===== config.mk =====
export PLATFORM = sky130hd
export DESIGN_NAME = handshake_arbiter_flat
export DESIGN_NICKNAME = d
export VERILOG_FILES = /design/src/rtl/handshake_arb_pkg.sv /design/src/rtl/handshake_arbiter_if.sv /design/src/rtl/rr_pick.sv /design/src/rtl/handshake_arbiter.sv /design/src/flat_wrapper.sv
export SDC_FILE = /design/constraint.sdc
export NUM_CORES = 1
export LEC_CHECK = 0
export ABC_AREA = 1
export BUFFER_PORTS_ARGS = -buffer_cell sky130_fd_sc_hd__buf_4
export CORE_UTILIZATION = 28
export DETAILED_ROUTE_END_ITERATION = 8
export PLACE_DENSITY = 0.56
export SYNTH_ARGS = -nofsm -noshare
export SYNTH_HDL_FRONTEND = slang
export SYNTH_SLANG_ARGS = --single-unit

===== constraint.sdc =====
create_clock -name clk -period 1.8 [get_ports clk]
set_input_delay 0.09 -clock clk [delete_from_list [all_inputs] [get_ports clk]]
set_output_delay 0.09 -clock clk [all_outputs]
set_load 0.05 [all_outputs]

===== src/rtl/handshake_arb_pkg.sv =====
// Shared types, defaults and helpers for the round-robin handshake arbiter.
package handshake_arb_pkg;

  localparam int unsigned DEF_N         = 4;
  localparam int unsigned DEF_GNT_DELAY = 2;
  localparam int unsigned DEF_MAX_HOLD  = 0;
  localparam int unsigned MAX_N         = 16;
  localparam int unsigned MAX_IDW       = 4;

  typedef enum logic [1:0] {
    IDLE    = 2'd0,
    WAIT    = 2'd1,
    GRANT   = 2'd2,
    RELEASE = 2'd3
  } arb_state_e;

  // One-hot vector with bit idx set, sized for the largest supported N.
  function automatic logic [MAX_N-1:0] onehot_f(input logic [MAX_IDW-1:0] idx);
    return MAX_N'(1) << idx;
  endfunction

endpackage


===== src/rtl/handshake_arbiter_if.sv =====
// Request/grant bundle between the requesters and the arbiter.
interface handshake_arbiter_if
  import handshake_arb_pkg::*;
#(
  parameter int unsigned N = DEF_N
) ();

  localparam int unsigned IDW = $clog2(N);

  logic [N-1:0]   req;
  logic [N-1:0]   gnt;
  logic [IDW-1:0] gnt_id;
  logic           busy;
  logic           timeout_err;

  modport master (
    output req,
    input  gnt,
    input  gnt_id,
    input  busy,
    input  timeout_err
  );

  modport slave (
    input  req,
    output gnt,
    output gnt_id,
    output busy,
    output timeout_err
  );

endinterface


===== src/rtl/rr_pick.sv =====
// Round-robin search: first set request at ptr+1, ptr+2, ... with wrap mod N.
module rr_pick #(
  parameter int unsigned N   = 4,
  parameter int unsigned IDW = 2
) (
  input  logic [N-1:0]   req,
  input  logic [IDW-1:0] ptr,
  output logic           found,
  output logic [IDW-1:0] idx
);

  // One extra bit so ptr+offset never overflows before the explicit wrap.
  localparam int unsigned PW = IDW + 1;

  logic [PW-1:0] pos;

  // Scan the N candidate positions in priority order; the first hit wins.
  always_comb begin
    found = 1'b0;
    idx   = '0;
    pos   = '0;
    for (int unsigned off = 1; off <= N; off++) begin
      pos = {1'b0, ptr} + PW'(off);
      if (pos >= PW'(N)) begin
        pos = pos - PW'(N);
      end
      if (!found && req[pos[IDW-1:0]]) begin
        found = 1'b1;
        idx   = pos[IDW-1:0];
      end
    end
  end

endmodule


===== src/rtl/handshake_arbiter.sv =====
// Round-robin owner sequencing for a shared delayed-grant handshake resource.
module handshake_arbiter
  import handshake_arb_pkg::*;
#(
  parameter int unsigned N         = DEF_N,
  parameter int unsigned GNT_DELAY = DEF_GNT_DELAY,
  parameter int unsigned MAX_HOLD  = DEF_MAX_HOLD
) (
  input  logic                clk,
  input  logic                rst,
  handshake_arbiter_if.slave  bus
);

  localparam int unsigned IDW       = $clog2(N);
  localparam int unsigned DLYW      = $clog2(GNT_DELAY + 1);
  localparam int unsigned HOLDW_RAW = $clog2(MAX_HOLD + 1);
  localparam int unsigned HOLDW     = (HOLDW_RAW < 1) ? 1 : HOLDW_RAW;

  arb_state_e       state_q, state_d;
  logic [IDW-1:0]   winner_q, winner_d;
  logic [IDW-1:0]   ptr_q, ptr_d;
  logic [DLYW-1:0]  dly_q, dly_d;
  logic [HOLDW-1:0] hold_q, hold_d;
  logic [N-1:0]     gnt_q, gnt_d;
  logic [IDW-1:0]   gnt_id_q, gnt_id_d;
  logic             busy_q, busy_d;
  logic             terr_q, terr_d;

  logic             pick_found;
  logic [IDW-1:0]   pick_idx;

  rr_pick #(
    .N   (N),
    .IDW (IDW)
  ) u_pick (
    .req   (bus.req),
    .ptr   (ptr_q),
    .found (pick_found),
    .idx   (pick_idx)
  );

  // State, counters and output registers; reset clears grants without a clock.
  always_ff @(posedge clk or negedge rst) begin
    if (!rst) begin
      state_q  <= IDLE;
      winner_q <= '0;
      ptr_q    <= IDW'(N - 1);
      dly_q    <= '0;
      hold_q   <= '0;
      gnt_q    <= '0;
      gnt_id_q <= '0;
      busy_q   <= 1'b0;
      terr_q   <= 1'b0;
    end else begin
      state_q  <= state_d;
      winner_q <= winner_d;
      ptr_q    <= ptr_d;
      dly_q    <= dly_d;
      hold_q   <= hold_d;
      gnt_q    <= gnt_d;
      gnt_id_q <= gnt_id_d;
      busy_q   <= busy_d;
      terr_q   <= terr_d;
    end
  end

  // Next-state, counter and output decode for IDLE/WAIT/GRANT/RELEASE.
  always_comb begin
    state_d  = state_q;
    winner_d = winner_q;
    ptr_d    = ptr_q;
    dly_d    = dly_q;
    hold_d   = hold_q;
    gnt_d    = gnt_q;
    gnt_id_d = gnt_id_q;
    terr_d   = 1'b0;

    unique case (state_q)
      IDLE: begin
        if (pick_found) begin
          winner_d = pick_idx;
          dly_d    = DLYW'(GNT_DELAY - 1);
          state_d  = WAIT;
        end
      end
      WAIT: begin
        if (!bus.req[winner_q]) begin
          state_d = IDLE;
        end else if (dly_q == '0) begin
          state_d  = GRANT;
          gnt_d    = N'(onehot_f(MAX_IDW'(winner_q)));
          gnt_id_d = winner_q;
          hold_d   = '0;
        end else begin
          dly_d = dly_q - DLYW'(1);
        end
      end
      GRANT: begin
        if (!bus.req[winner_q]) begin
          gnt_d    = '0;
          gnt_id_d = '0;
          ptr_d    = winner_q;
          state_d  = RELEASE;
        end else if ((MAX_HOLD != 0) && (hold_q == HOLDW'(MAX_HOLD - 1))) begin
          gnt_d    = '0;
          gnt_id_d = '0;
          terr_d   = 1'b1;
          ptr_d    = winner_q;
          state_d  = RELEASE;
        end else begin
          hold_d = hold_q + HOLDW'(1);
        end
      end
      RELEASE: begin
        state_d = IDLE;
      end
      default: begin
        state_d = IDLE;
      end
    endcase

    busy_d = (state_d != IDLE);
  end

  assign bus.gnt         = gnt_q;
  assign bus.gnt_id      = gnt_id_q;
  assign bus.busy        = busy_q;
  assign bus.timeout_err = terr_q;

endmodule

===== src/flat_wrapper.sv =====
// flat-port wrapper written by rule: the top's interface ports become plain ports
module handshake_arbiter_flat import handshake_arb_pkg::*;
#(
  parameter int unsigned N         = DEF_N,
  parameter int unsigned GNT_DELAY = DEF_GNT_DELAY,
  parameter int unsigned MAX_HOLD  = DEF_MAX_HOLD
)
  (clk, rst, bus_req, bus_gnt, bus_gnt_id, bus_busy, bus_timeout_err);
  handshake_arbiter_if #(.N(N)) bus_i ();
  input  logic clk;
  input  logic rst;
  input wire logic [$bits(bus_i.req)-1:0] bus_req;
  output wire logic [$bits(bus_i.gnt)-1:0] bus_gnt;
  output wire logic [$bits(bus_i.gnt_id)-1:0] bus_gnt_id;
  output wire logic [$bits(bus_i.busy)-1:0] bus_busy;
  output wire logic [$bits(bus_i.timeout_err)-1:0] bus_timeout_err;
  assign bus_i.req = bus_req;
  assign bus_gnt = bus_i.gnt;
  assign bus_gnt_id = bus_i.gnt_id;
  assign bus_busy = bus_i.busy;
  assign bus_timeout_err = bus_i.timeout_err;
  handshake_arbiter #(.N(N), .GNT_DELAY(GNT_DELAY), .MAX_HOLD(MAX_HOLD)) u_core (.clk(clk), .rst(rst), .bus(bus_i));
endmodule

Word-level counts from Yosys, hierarchy flattened --
Cells that the tools add are included.
Storage, ports and cells: register bits 15, input port bits 6, logic and storage cells 89
Cells by class: add/subtract/negate cells 9, multiplexer cells 39, shift operators 1, bitwise logic cells 1, reductions and logical operators 15, $lt $le $gt $ge 9, eq/ne operators 8
Operators with widths (number):
- 2-bit two-way mux | 18
- 2-bit by 3-bit < comparator with 1-bit output, second input constant | 5
- 3-bit greater-or-equal comparator, second input constant | 4
- 4-bit two-way mux | 3
- 1-bit binary-select mux with 2-bit select | 5
- 2-bit by 1-bit subtractor with 2-bit output, second input constant | 5
- 1-bit two-way mux | 9
- 2-bit one-hot mux with 2 select lines | 2
- 2-bit one-hot mux with 4 select lines | 1
- 4-bit one-hot mux with 2 select lines | 1
- 4-bit AND reduction | 2
- 2-bit by 2-bit adder with 3-bit output, second input constant | 2
- 2-bit by 1-bit != test with 1-bit output, second input constant | 3
- 2-bit nonzero test | 3
- 2-bit == test, second input constant | 2
- 2-bit zero test | 2
- 2-bit != test, second input constant | 2
- 2-bit AND reduction | 2
- 1-bit by 2-bit left shift with 4-bit output, first input constant | 1
- 2-bit by 1-bit adder with 3-bit output, second input constant | 1
- 2-bit by 3-bit adder with 3-bit output, second input constant | 1
- 1-bit logical AND | 3
- 1-bit zero test | 3
- 2-bit by 1-bit == test with 1-bit output, second input constant | 1
- 1-bit NOT | 1

Depth between registers and ports, before layout --
word-level depth 18, mapped depth 13, gate-level depth less buffers 12

Hierarchy --
Synthesis repeated with hierarchy kept, for this count alone.
Unflattened totals: cell total of the unflattened synthesis 137, area total of the unflattened synthesis 1029.7 sq um
By module, submodules not included:
- handshake_arbiter | area an instance 739.5 sq um, sequential area each 377.9 sq um, instances 1, cells an instance 88
- rr_pick | area an instance 290.3 sq um, sequential area each 0.0 sq um, instances 1, cells an instance 49

Worst setup path after synthesis --
Ideal clock, no wire load.
path type register to register, from register u_core.ptr_q[0], to register u_core.dly_q[0], setup slack 312 ps, period minus slack after synthesis 1488 ps, stages on the path, launching flop included 11, data required time 1684 ps, path buffers 1, arrival 1372 ps, cell sequence dfstp_2 > buf_6 > inv_6 > nand2_2 > nand2_1 > o21ai_0 > nand3_2 > nand2_4 > nand2_2 > nand2_1 > nand2_1
Between the ends: longest elaborated chain between the ends 17
Ends and longest elaborated chain:
- start: declaration | RTL line handshake_arbiter.sv:21 | logic [IDW-1:0] ptr_q, ptr_d;
- start signal: assignment | RTL line handshake_arbiter.sv:47 | ptr_q <= IDW'(N - 1);
- start signal: assignment | RTL line handshake_arbiter.sv:57 | ptr_q <= ptr_d;
- 2-bit by 1-bit adder with 3-bit output | RTL line rr_pick.sv:23 | pos = {1'b0, ptr} + PW'(off);
- 3-bit greater-or-equal comparator or 2-bit by 1-bit subtractor with 2-bit output (tied branches) | RTL line rr_pick.sv:24, rr_pick.sv:25
- 2-bit two-way mux | RTL line rr_pick.sv:24 | if (pos >= PW'(N)) begin
- 1-bit binary-select mux with 2-bit select | RTL line rr_pick.sv:27 | if (!found && req[pos[IDW-1:0]]) begin
- 1-bit two-way mux (not written as such) | RTL line rr_pick.sv:27
- 1-bit two-way mux | RTL line rr_pick.sv:27
- 1-bit zero test | RTL line rr_pick.sv:27
- 1-bit logical AND | RTL line rr_pick.sv:27
- 1-bit two-way mux | RTL line rr_pick.sv:27
- 1-bit zero test | RTL line rr_pick.sv:27
- 1-bit logical AND | RTL line rr_pick.sv:27
- 1-bit two-way mux | RTL line rr_pick.sv:27
- 1-bit zero test | RTL line rr_pick.sv:27
- 1-bit logical AND | RTL line rr_pick.sv:27
- 1-bit two-way mux (*) | RTL line rr_pick.sv:27
- 2-bit by 1-bit != test with 1-bit output (no line) (*)
- 4-bit AND reduction (no line) (*)
- end signal: assignment | RTL line handshake_arbiter.sv:58 | dly_q <= dly_d;
- end: declaration | RTL line handshake_arbiter.sv:22 | logic [DLYW-1:0] dly_q, dly_d;
Every way passes the cells marked *; elsewhere a longest branch is shown, timed or not. The select of a mux whose other input is x is not followed. A chain may end at the register's enable or synchronous reset.

Final worst setup path --
Ends and elaborated chain as after synthesis.

==> impl_results.rst <==
.. list-table::
   :header-rows: 1

   * - Metric
     - Value
   * - Register clock-pin slew on the reported worst setup and hold paths
     - 0.10 ns
   * - HPWL after detailed placement
     - 1560 um
   * - Unrepaired setup endpoints after global routing
     - no
   * - Top cell type by total area after synthesis
     - sky130_fd_sc_hd__dfrtp_1
   * - Final ANT Viol Nets
     - 0
   * - Initial drt markers
     - 60
   * - Clock Sink Count
     - 15
   * - Number of distinct library cells after synthesis
     - 21
   * - Detailed-route via count
     - 859
   * - Skew-Pair Late Insertion Delay
     - 0.29 ns
   * - Critical path type
     - reg -> reg
   * - Worst Hold Class
     - in -> async
   * - Initial cell density of the core
     - 0.292
   * - Cell area power density
     - 2060 nW/um^2
   * - Aggregate routed wire length
     - 1980 um
   * - Hold Slack
     - 0.177 ns
   * - Register-to-Register Path Depth
     - 9
   * - Net count after synthesis
     - 147
   * - Highest clock frequency the design can meet
     - 613 MHz
   * - Critical path arrival
     - 1.82 ns
   * - Average instance area after synthesis
     - 7.02 um^2
   * - Total of flip-flops plus latches after synthesis
     - 15
   * - Cells after synthesis
     - 140
   * - Number of maximum-capacitance violations
     - 0
   * - Count of nets after finishing
     - 163
   * - Ratio of final minimum period to clock period
     - 0.906
   * - I/O pins
     - 14
   * - Reg2reg setup slack
     - 0.17 ns
   * - Die extent in y
     - 61.3 um
   * - Proportion of layout cells with a drive suffix above 1
     - 0.258
   * - Final number of setup-violating endpoints
     - 0
   * - Dominant cell by count in the synthesized netlist
     - sky130_fd_sc_hd__nand2_1
   * - Top cells by area in the synthesized netlist
     - sky130_fd_sc_hd__dfrtp_1 33%, sky130_fd_sc_hd__nand2_1 20%, sky130_fd_sc_hd__nand3_1 7.6%
   * - Final worst-path setup slack
     - 0.170 ns
   * - Library cell used as clock root buffer
     - sky130_fd_sc_hd__clkbuf_4
   * - Area of the core
     - 3360 um^2
   * - Setup_tns
     - 0 ns
   * - Final routed DRC violation total
     - 0
   * - Pins Over Slew Limit
     - 0
   * - Crit path capture type
     - register
   * - Vias in the first global route
     - 746
   * - Seq/Total Area, Yosys
     - 0.384
   * - Placement-stage worst setup slack
     - 0.179 ns
   * - Post-CTS setup-driven buffer insertion count
     - 0
   * - Placed cell area
     - 1110 um^2
   * - Post-route design area
     - 1150 um^2
   * - Aggregate global-route resource usage
     - 0.121
   * - Resized cells post-CTS
     - 0
   * - IO buf count
     - 12
   * - GP Congestion
     - 0.833
   * - Number of search-and-repair iterations in the first detailed-routing pass
     - 5
   * - Post-CTS Hold Buffers
     - 1
   * - Most numerous cell types in the synthesized netlist
     - 52 x sky130_fd_sc_hd__nand2_1, 15 x sky130_fd_sc_hd__nand3_1, 13 x sky130_fd_sc_hd__dfrtp_1, 13 x sky130_fd_sc_hd__inv_1, 8 x sky130_fd_sc_hd__nand2_2
   * - Number of diodes added for antenna fixing
     - 0
   * - Leak
     - 0.634 nW
   * - Horizontal die dimension
     - 61.3 um
   * - Clock tree from TritonCTS
     - yes
   * - Average wire per cell in the routed design
     - 9.86 um
   * - Die footprint
     - 3750 um^2
   * - Number of endpoints with negative hold slack in the final report
     - 0
   * - Sort of element at the start of the critical path
     - register
   * - Layout-stage area growth over the synthesis result
     - 17.2%
   * - Number of buffers on the longest clock path
     - 2
   * - Synth Warn #
     - 0
   * - Synth top area share
     - 0.331
   * - Worst Path Max Fanout
     - 9
   * - CTS buffer count
     - 3
   * - Async set or reset register ratio after synthesis
     - 1.00
   * - Dominant synthesized flop cell
     - sky130_fd_sc_hd__dfrtp_1
   * - Wire length of the first global-routing pass
     - 3310 um
   * - Maximum clock skew at final layout
     - 0.00576 ns
   * - Outcome
     - finished clean
   * - Number of rows in the core area
     - 21
   * - Reg2Reg Launch Point
     - u_core.ptr_q[0]
   * - Gr ovfl total
     - 0
   * - Max IR drop VDD
     - 0.000906 V
   * - # H-tree levels
     - 1
   * - Number of flops mapped to enable cells by yosys
     - 0
   * - R2r endpoint
     - u_core.dly_q[0]
   * - Data required, critical path
     - 1.99 ns
   * - Routed vias/inst
     - 4.27
   * - Final period demand of the worst path
     - 1.63 ns
   * - Post-synthesis instance area
     - 983 um^2
   * - Number of antenna violations at the first check in global routing
     - 0
   * - Largest net degree at the start of global routing
     - 16
## stage by stage
step | power [mW] | std cells | util
6_report | 2.37 | 201 | 0.343
5_1_grt | 2.59 | 201 | 0.343
4_1_cts | 2.39 | 201 | 0.343
3_5_place_dp | 2.18 | 196 | 0.331
3_3_place_gp | 2.16 | 196 | 0.331
2_1_floorplan | 1.87 | 140 | -
## registers in the layout, indices dropped and copies added (netlist names)
name	count
u_core.dly_q	2
u_core.bus.gnt_id	2
u_core.state_q	2
u_core.winner_q	2
u_core.bus.gnt	4
u_core.bus.busy	1
u_core.ptr_q	2
## power breakdown
part | switching, mW | internal [mW] | leakage (nW)
sequential | 0.159 | 0.514 | 0.184
clock | 0.118 | 0.0828 | 0.0177
combinational | 1.01 | 0.488 | 0.433
## worst max-delay path by stage
| stage | endpoint | slack [ns] | from | cells past startpoint |
|---|---|---|---|---|
| finish | u_core.dly_q[0] | 0.17 | u_core.ptr_q[0] | 9 |
| global route | u_core.dly_q[0] | 0.003 | u_core.ptr_q[0] | 9 |
| CTS | u_core.dly_q[1] | 0.17 | u_core.ptr_q[0] | 9 |
| detailed placement | u_core.dly_q[0] | 0.18 | u_core.ptr_q[0] | 9 |
| global placement | u_core.dly_q[0] | 0.25 | u_core.ptr_q[0] | 9 |
| floorplan | u_core.dly_q[0] | 0.31 | u_core.ptr_q[0] | 10 |
## layer usage
layer  GRT usage  vias up  part of all wire
li1            -      466                 -
met5           0        -                 0
met3      0.0189        5             0.035
met4      0.0584        0             0.020
met1       0.168      370              0.51
met2       0.185       18              0.44
## worst max-delay path, cell delays in order (launching register included)
cell	delay, ns
sky130_fd_sc_hd__dfstp_2	0.65
sky130_fd_sc_hd__inv_6	0.07
sky130_fd_sc_hd__nand2_2	0.06
sky130_fd_sc_hd__nand2_1	0.06
sky130_fd_sc_hd__o21ai_0	0.26
sky130_fd_sc_hd__nand3_2	0.15
sky130_fd_sc_hd__nand2_4	0.12
sky130_fd_sc_hd__nand2_2	0.06
sky130_fd_sc_hd__nand2_1	0.06
sky130_fd_sc_hd__nand2_1	0.04
## cells in the final DEF (no fill, tap or decap)
master / netlist / routed
sky130_fd_sc_hd__nand2_4: 5 / 5
sky130_fd_sc_hd__nand3_2: 1 / 1
sky130_fd_sc_hd__nor2_4: 1 / 1
sky130_fd_sc_hd__dfstp_2: 2 / 2
sky130_fd_sc_hd__conb_1: 1 / 1
sky130_fd_sc_hd__dfrtp_1: 13 / 13
sky130_fd_sc_hd__clkbuf_4: 0 / 3
sky130_fd_sc_hd__a21oi_1: 2 / 2
sky130_fd_sc_hd__dlygate4sd3_1: 0 / 1
sky130_fd_sc_hd__inv_2: 5 / 5
sky130_fd_sc_hd__nand3_1: 15 / 15
sky130_fd_sc_hd__o21ai_0: 3 / 3
sky130_fd_sc_hd__inv_6: 1 / 1
sky130_fd_sc_hd__o21ai_1: 5 / 5
sky130_fd_sc_hd__nand2_1: 52 / 52
sky130_fd_sc_hd__nand2_2: 8 / 8
sky130_fd_sc_hd__buf_4: 1 / 13
sky130_fd_sc_hd__nor2_1: 6 / 6
sky130_fd_sc_hd__inv_1: 13 / 13
sky130_fd_sc_hd__nand4_1: 3 / 3
sky130_fd_sc_hd__clkinv_2: 0 / 1
sky130_fd_sc_hd__ha_1: 1 / 1
## final cells by class
type,count,area (um^2)
multi-input cells,103,505
clock inverters,1,5.00
flip-flops and latches,15,378
fillers,388,2210
well taps,46,57.6
clock buffers,3,22.5
repair buffers,14,108
inverters,19,76.3
## cells by family after synthesis
family,share of synthesized area
AOI/OAI and AO/OA,0.0509
adders and majority gates,0.0127
buffers and inverters,0.102
DFF,0.384
other,0.00381
and+or+nand+nor,0.447
Power figures use the tool's default switching activity.
